$ cat src/rtl/c17_bist_ctrl.sv
// BIST controller for the c17 netlist: 5-bit LFSR pattern source, 8-bit MISR response compactor.
// Optional stuck-at injection on cut_in is enabled with `define C17_BIST_STUCK_INJECT_EN.
module c17_bist_ctrl #(
  parameter int unsigned NUM_PATTERNS = 31,
  parameter logic [4:0]  LFSR_SEED    = 5'h01,
  parameter logic [7:0]  GOLDEN_SIG   = 8'h00
) (
  input  logic       clk,
  input  logic       rst,
  input  logic       start,
  output logic [4:0] cut_in,
  input  logic [1:0] cut_out,
  output logic       busy,
  output logic       done,
  output logic       pass,
  output logic [7:0] signature
`ifdef C17_BIST_STUCK_INJECT_EN
  ,
  input  logic       inj_en,
  input  logic [2:0] inj_bit,
  input  logic       inj_val
`endif
);

  localparam logic [1:0] StIdle = 2'd0;
  localparam logic [1:0] StRun  = 2'd1;
  localparam logic [1:0] StDone = 2'd2;

  localparam logic [7:0] LastCount = 8'(NUM_PATTERNS - 1);

  if (NUM_PATTERNS < 1 || NUM_PATTERNS > 255) begin : gen_bad_patterns
    $error("NUM_PATTERNS must be in 1..255");
  end
  if (LFSR_SEED == 5'h00) begin : gen_bad_seed
    $error("LFSR_SEED must be nonzero");
  end

  logic [1:0] state_q, state_d;
  logic [4:0] lfsr_q, lfsr_d;
  logic [7:0] misr_q, misr_d;
  logic [7:0] cnt_q, cnt_d;
  logic       pass_q, pass_d;

  logic [4:0] lfsr_next;
  logic [7:0] misr_next;

  // x^5+x^3+1 Fibonacci LFSR and x^8+x^6+x^5+x^4+1 MISR with cut_out folded into the low bits.
  always_comb begin
    lfsr_next = {lfsr_q[3:0], lfsr_q[4] ^ lfsr_q[2]};
    misr_next = {misr_q[6:0], misr_q[7] ^ misr_q[5] ^ misr_q[4] ^ misr_q[3]} ^ {6'b0, cut_out};
  end

  always_comb begin
    state_d = state_q;
    lfsr_d  = lfsr_q;
    misr_d  = misr_q;
    cnt_d   = cnt_q;
    pass_d  = pass_q;
    unique case (state_q)
      StIdle, StDone: begin
        if (start) begin
          state_d = StRun;
          lfsr_d  = LFSR_SEED;
          misr_d  = 8'h00;
          cnt_d   = 8'h00;
          pass_d  = 1'b0;
        end
      end
      StRun: begin
        misr_d = misr_next;
        lfsr_d = lfsr_next;
        cnt_d  = cnt_q + 8'd1;
        if (cnt_q == LastCount) begin
          state_d = StDone;
          // Judge the signature that includes this final capture.
          pass_d  = (misr_next == GOLDEN_SIG);
        end
      end
      default: begin
        state_d = StIdle;
      end
    endcase
  end

  always_ff @(posedge clk or posedge rst) begin
    if (rst) begin
      state_q <= StIdle;
      lfsr_q  <= LFSR_SEED;
      misr_q  <= 8'h00;
      cnt_q   <= 8'h00;
      pass_q  <= 1'b0;
    end else begin
      state_q <= state_d;
      lfsr_q  <= lfsr_d;
      misr_q  <= misr_d;
      cnt_q   <= cnt_d;
      pass_q  <= pass_d;
    end
  end

  assign busy      = (state_q == StRun);
  assign done      = (state_q == StDone);
  assign pass      = done & pass_q;
  assign signature = misr_q;

`ifdef C17_BIST_STUCK_INJECT_EN
  // Emulated stuck-at: override one c17 input; out-of-range bit indices leave cut_in untouched.
  always_comb begin
    cut_in = lfsr_q;
    for (int i = 0; i < 5; i++) begin
      if (inj_en && (inj_bit == 3'(i))) begin
        cut_in[i] = inj_val;
      end
    end
  end
`else
  assign cut_in = lfsr_q;
`endif

endmodule

$ cat config.mk
export PLATFORM = sky130hd
export DESIGN_NAME = c17_bist_ctrl
export DESIGN_NICKNAME = d
export VERILOG_FILES = /design/src/rtl/c17_bist_ctrl.sv
export SDC_FILE = /design/constraint.sdc
export NUM_CORES = 1
export LEC_CHECK = 0
export BUFFER_PORTS_ARGS = -buffer_cell sky130_fd_sc_hd__clkbuf_2
export CORE_UTILIZATION = 53
export DETAILED_ROUTE_END_ITERATION = 12
export PLACE_DENSITY_LB_ADDON = 0.05
export SYNTH_ARGS = -nofsm -noshare
export SYNTH_HDL_FRONTEND = slang
export SYNTH_SLANG_ARGS = --single-unit
$ cat constraint.sdc
create_clock -name clk -period 2.38 [get_ports clk]
set_input_delay 0.476 -clock clk [delete_from_list [all_inputs] [get_ports clk]]
set_output_delay 0.476 -clock clk [all_outputs]
set_load 0.01 [all_outputs]
==> flow_summary.json <==
{
  "syn_avg_cell_area_um2": 11.80,
  "vdd_drop_max_v": 0.0008457,
  "clockBufferDepth": 2,
  "clockRootBuffer": "clkbuf_4",
  "drc": 0,
  "worstHoldPathType": "in2async",
  "ys_seq_area_share_pct": 55.41,
  "nNetsFinal": 124,
  "overflow": 0,
  "worstSetupPathType": "reg2reg",
  "synth_compound_area_share_pct": 17.05,
  "syn_area_um2": 1086,
  "dieArea_um2": 2234,
  "slew_headroom_pct": 77.90,
  "die_height_um": 47.27,
  "seq_area_um2": 601.8,
  "tightest_slew_ns": 0.3274,
  "finalSetupViolCount": 0,
  "vias": 821,
  "fmax_mhz": 551.2,
  "crit_slowest_cell": "dfrtp_1",
  "ys_seq_elements": 24,
  "synthTopCellsByArea": "dfrtp_1 (53%), a22o_1 (8.9%), mux2i_1 (3.7%)",
  "synthXorXnorAreaFrac_pct": 5.300,
  "tritoncts": "built",
  "vias_per_cell": 5.741,
  "tns_ns": 0,
  "grt_max_degree": 25,
  "hpwlAfterDp_um": 1439,
  "yosys_warnings": 0,
  "p_sw_mw": 0.7024,
  "htree_num_levels": 1,
  "first_pass_iters": 4,
  "multi_input_area_um2": 452.9,
  "cp_slowest_stage_delay_ns": 0.46,
  "start_util_pct": 55.93,
  "synthSimpleGateAreaFrac_pct": 12.33,
  "cts_hold_buf": 0,
  "io_pins": 21,
  "crit_required_ns": 2.62,
  "cts_buffers": 3,
  "post_cts_resize_count": 0,
  "finalHoldViolCount": 0,
  "utilization_pct": 65.40,
  "fill_cells": 159,
  "drt_iter0_drc": 6,
  "worstPathCellList": "inv_1, ha_1, or4b_4, or3_1, o31ai_1",
  "clock_skew_ns": 0.008049,
  "fp.coreArea_um2": 1942,
  "yosys.area_share.adder_pct": 2.304,
  "slew_violations": 0,
  "p_per_area_nw_per_um2": 1411,
  "yosys.cell_types.count": 30,
  "grt_pass1_wl_um": 3408,
  "critPathArrivalTime_ns": 2.05,
  "p_sw_share_pct": 39.19,
  "p_comb_share_pct": 44.9,
  "yosysTopAreaCell": "dfrtp_1",
  "antenna_cells": 0,
  "synth.area.mux_share_pct": 4.724,
  "period_needed_ns": 1.814,
  "path_max_fanout": 6,
  "status": "finished clean",
  "pwr-share-clk_pct": 12.2,
  "worst_skew_pair.late_latency_ns": 0.31,
  "grtUsageTotal_pct": 22.23,
  "clkSlewWorstSetupHoldPaths_ns": 0.14,
  "wl_per_cell_um": 14.41,
  "rsz0062_at_grt": "no",
  "stdcell_count": 143,
  "critPathCaptureType": "flop",
  "syn_inst": 92,
  "die_w_um": 47.27,
  "clkSinkCount": 24,
  "yosys.area.top_type_share_pct": 53.00,
  "place_congestion": 0.7622,
  "cellLeakagePower_nw": 0.6106,
  "ant_nets": 0,
  "routed_wl_um": 2060,
  "synth_top_family_by_area": "compound AO/OA/AOI/OAI gates",
  "maxCapViolations": 0,
  "whs_ns": 0.1603,
  "area_delta_synth_final_pct": 16.94,
  "synth_nets": 99,
  "p_seq_share_pct": 42.9,
  "grt_pass1_vias": 789,
  "drive_above_1_share_pct": 26.72,
  "cts_setup_buffers": 0,
  "post-route-period-util_pct": 76.23,
  "start_kind": "flop",
  "antenna_found_initial": 0,
  "port_buffers": 20,
  "internal_power_mw": 1.090,
  "fp-row-count": 16,
  "dp_cells": 139
}
[Yosys cell counts]
| cell | instances |
|---|---|
| nor3_1 | 1 |
| nand2b_1 | 3 |
| xnor3_1 | 1 |
| buf_2 | 1 |
| mux2i_1 | 4 |
| or3_1 | 1 |
| a21oi_1 | 1 |
| o21ai_0 | 3 |
| nand3_1 | 3 |
| dfrtp_1 | 23 |
| inv_1 | 3 |
| xor2_1 | 1 |
| nand2_1 | 8 |
| and2_1 | 1 |
| nand4_1 | 2 |
| mux2_2 | 1 |
| nor4_1 | 2 |
| xnor2_1 | 3 |
| nor2b_1 | 1 |
| clkinv_1 | 1 |
| nor2_1 | 2 |
| a22o_1 | 11 |
| ha_1 | 2 |
| dfstp_2 | 1 |
| o311ai_0 | 3 |
| clkbuf_1 | 3 |
| or4b_4 | 1 |
| o31ai_1 | 1 |
| o41ai_1 | 2 |
| o2bb2ai_1 | 2 |
[path summary, 6_finish.rpt]
| check | startpoint | end | slack (ns) | cells past startpoint |
|---|---|---|---|---|
| max in group asynchronous | rst | cut_in[0]$_DFFE_PP1P_ | 1.93 | 3 |
| min in group clk | start | state_q[1]$_DFFE_PP0P_ | 0.36 | 2 |
| max | cnt_q[0]$_DFFE_PP0P_ | pass_q$_DFFE_PP0P_ | 0.57 | 5 |
| min | rst | cnt_q[7]$_DFFE_PP0P_ | 0.16 | 3 |
| min reg2reg | cnt_q[4]$_DFFE_PP0P_ | cnt_q[4]$_DFFE_PP0P_ | 0.49 | 1 |
| max reg2reg | cnt_q[0]$_DFFE_PP0P_ | pass_q$_DFFE_PP0P_ | 0.57 | 5 |
[placed cells by master, fill, tap and decap left out, drive strengths merged]
master and instances:
o2bb2ai 2, nor2 2, inv 3, mux2i 4, and2 1, nand4 2
ha 2, dfrtp 23, a21oi 1, or3 1, nand2b 3, nand2 8
or4b 1, o41ai 2, dfstp 1, xnor2 3, nor3 1, xor2 1
o21ai 3, nor2b 1, nand3 3, clkbuf 24, buf 4, a22o 11
mux2 1, clkinv 1, nor4 2, o311ai 3, o31ai 1, xnor3 1
[cells by family after synthesis]
family                   Yosys count
AND/OR/NAND/NOR                   25
flip-flops                        24
AO/OA/AOI/OAI                     23
buffers and inverters              8
XOR/XNOR                           5
multiplexers                       5
adder cells (fa/ha/maj)            2
[registers in the layout (all words and copies together), names as in the netlist]
name       cells
pass_q         1
cnt_q          8
cut_in         5
signature      8
state_q        2
[stage by stage]
stage	instance area, µm²	power [mW]	setup WS [ns]
3_5_place_dp	1234	1.583	0.5814
2_1_floorplan	1086	1.313	0.6723
3_3_place_gp	1234	1.559	0.6455
6_report	1270	1.792	0.5658
5_1_grt	1270	1.946	0.3911
4_1_cts	1270	1.807	0.5583
[cell type report]
| cell class | count | area share (%) |
|---|---|---|
| Clock buffer | 4 | 2.857 |
| Tap cell | 27 | 2.660 |
| Timing Repair Buffer | 24 | 10.25 |
| Inverter | 4 | 1.182 |
| Sequential cell | 24 | 47.39 |
| Multi-Input combinational cell | 60 | 35.66 |
[layer usage]
metal  vias to the layer above  part of all wire (%)  GRT usage (%)
li1                        390                     -              -
met1                       412                    49          29.06
met2                        15                    47          33.70
met3                         4                   2.8          5.000
met4                         0                   1.4          13.14
met5                         -                     0              0
[worst max-delay path: cells and delay by family, from the launching register on]
kind	cells	cell delay, ns
AOI/OAI and AO/OA	1	0.24
adders and majority gates	1	0.13
buffers and inverters	1	0.08
DFF	1	0.46
and+or+nand+nor	2	0.84
[power by group through the flow]
stage	Combinational, mW	Clock, mW	Sequential [mW]
after floorplan	0.517	0	0.796
final	0.804	0.219	0.769
after detailed placement	0.802	0	0.781
after global routing	0.911	0.234	0.801
after CTS	0.816	0.222	0.769
after global placement	0.794	0	0.765
(Power assumes the default switching activity.)
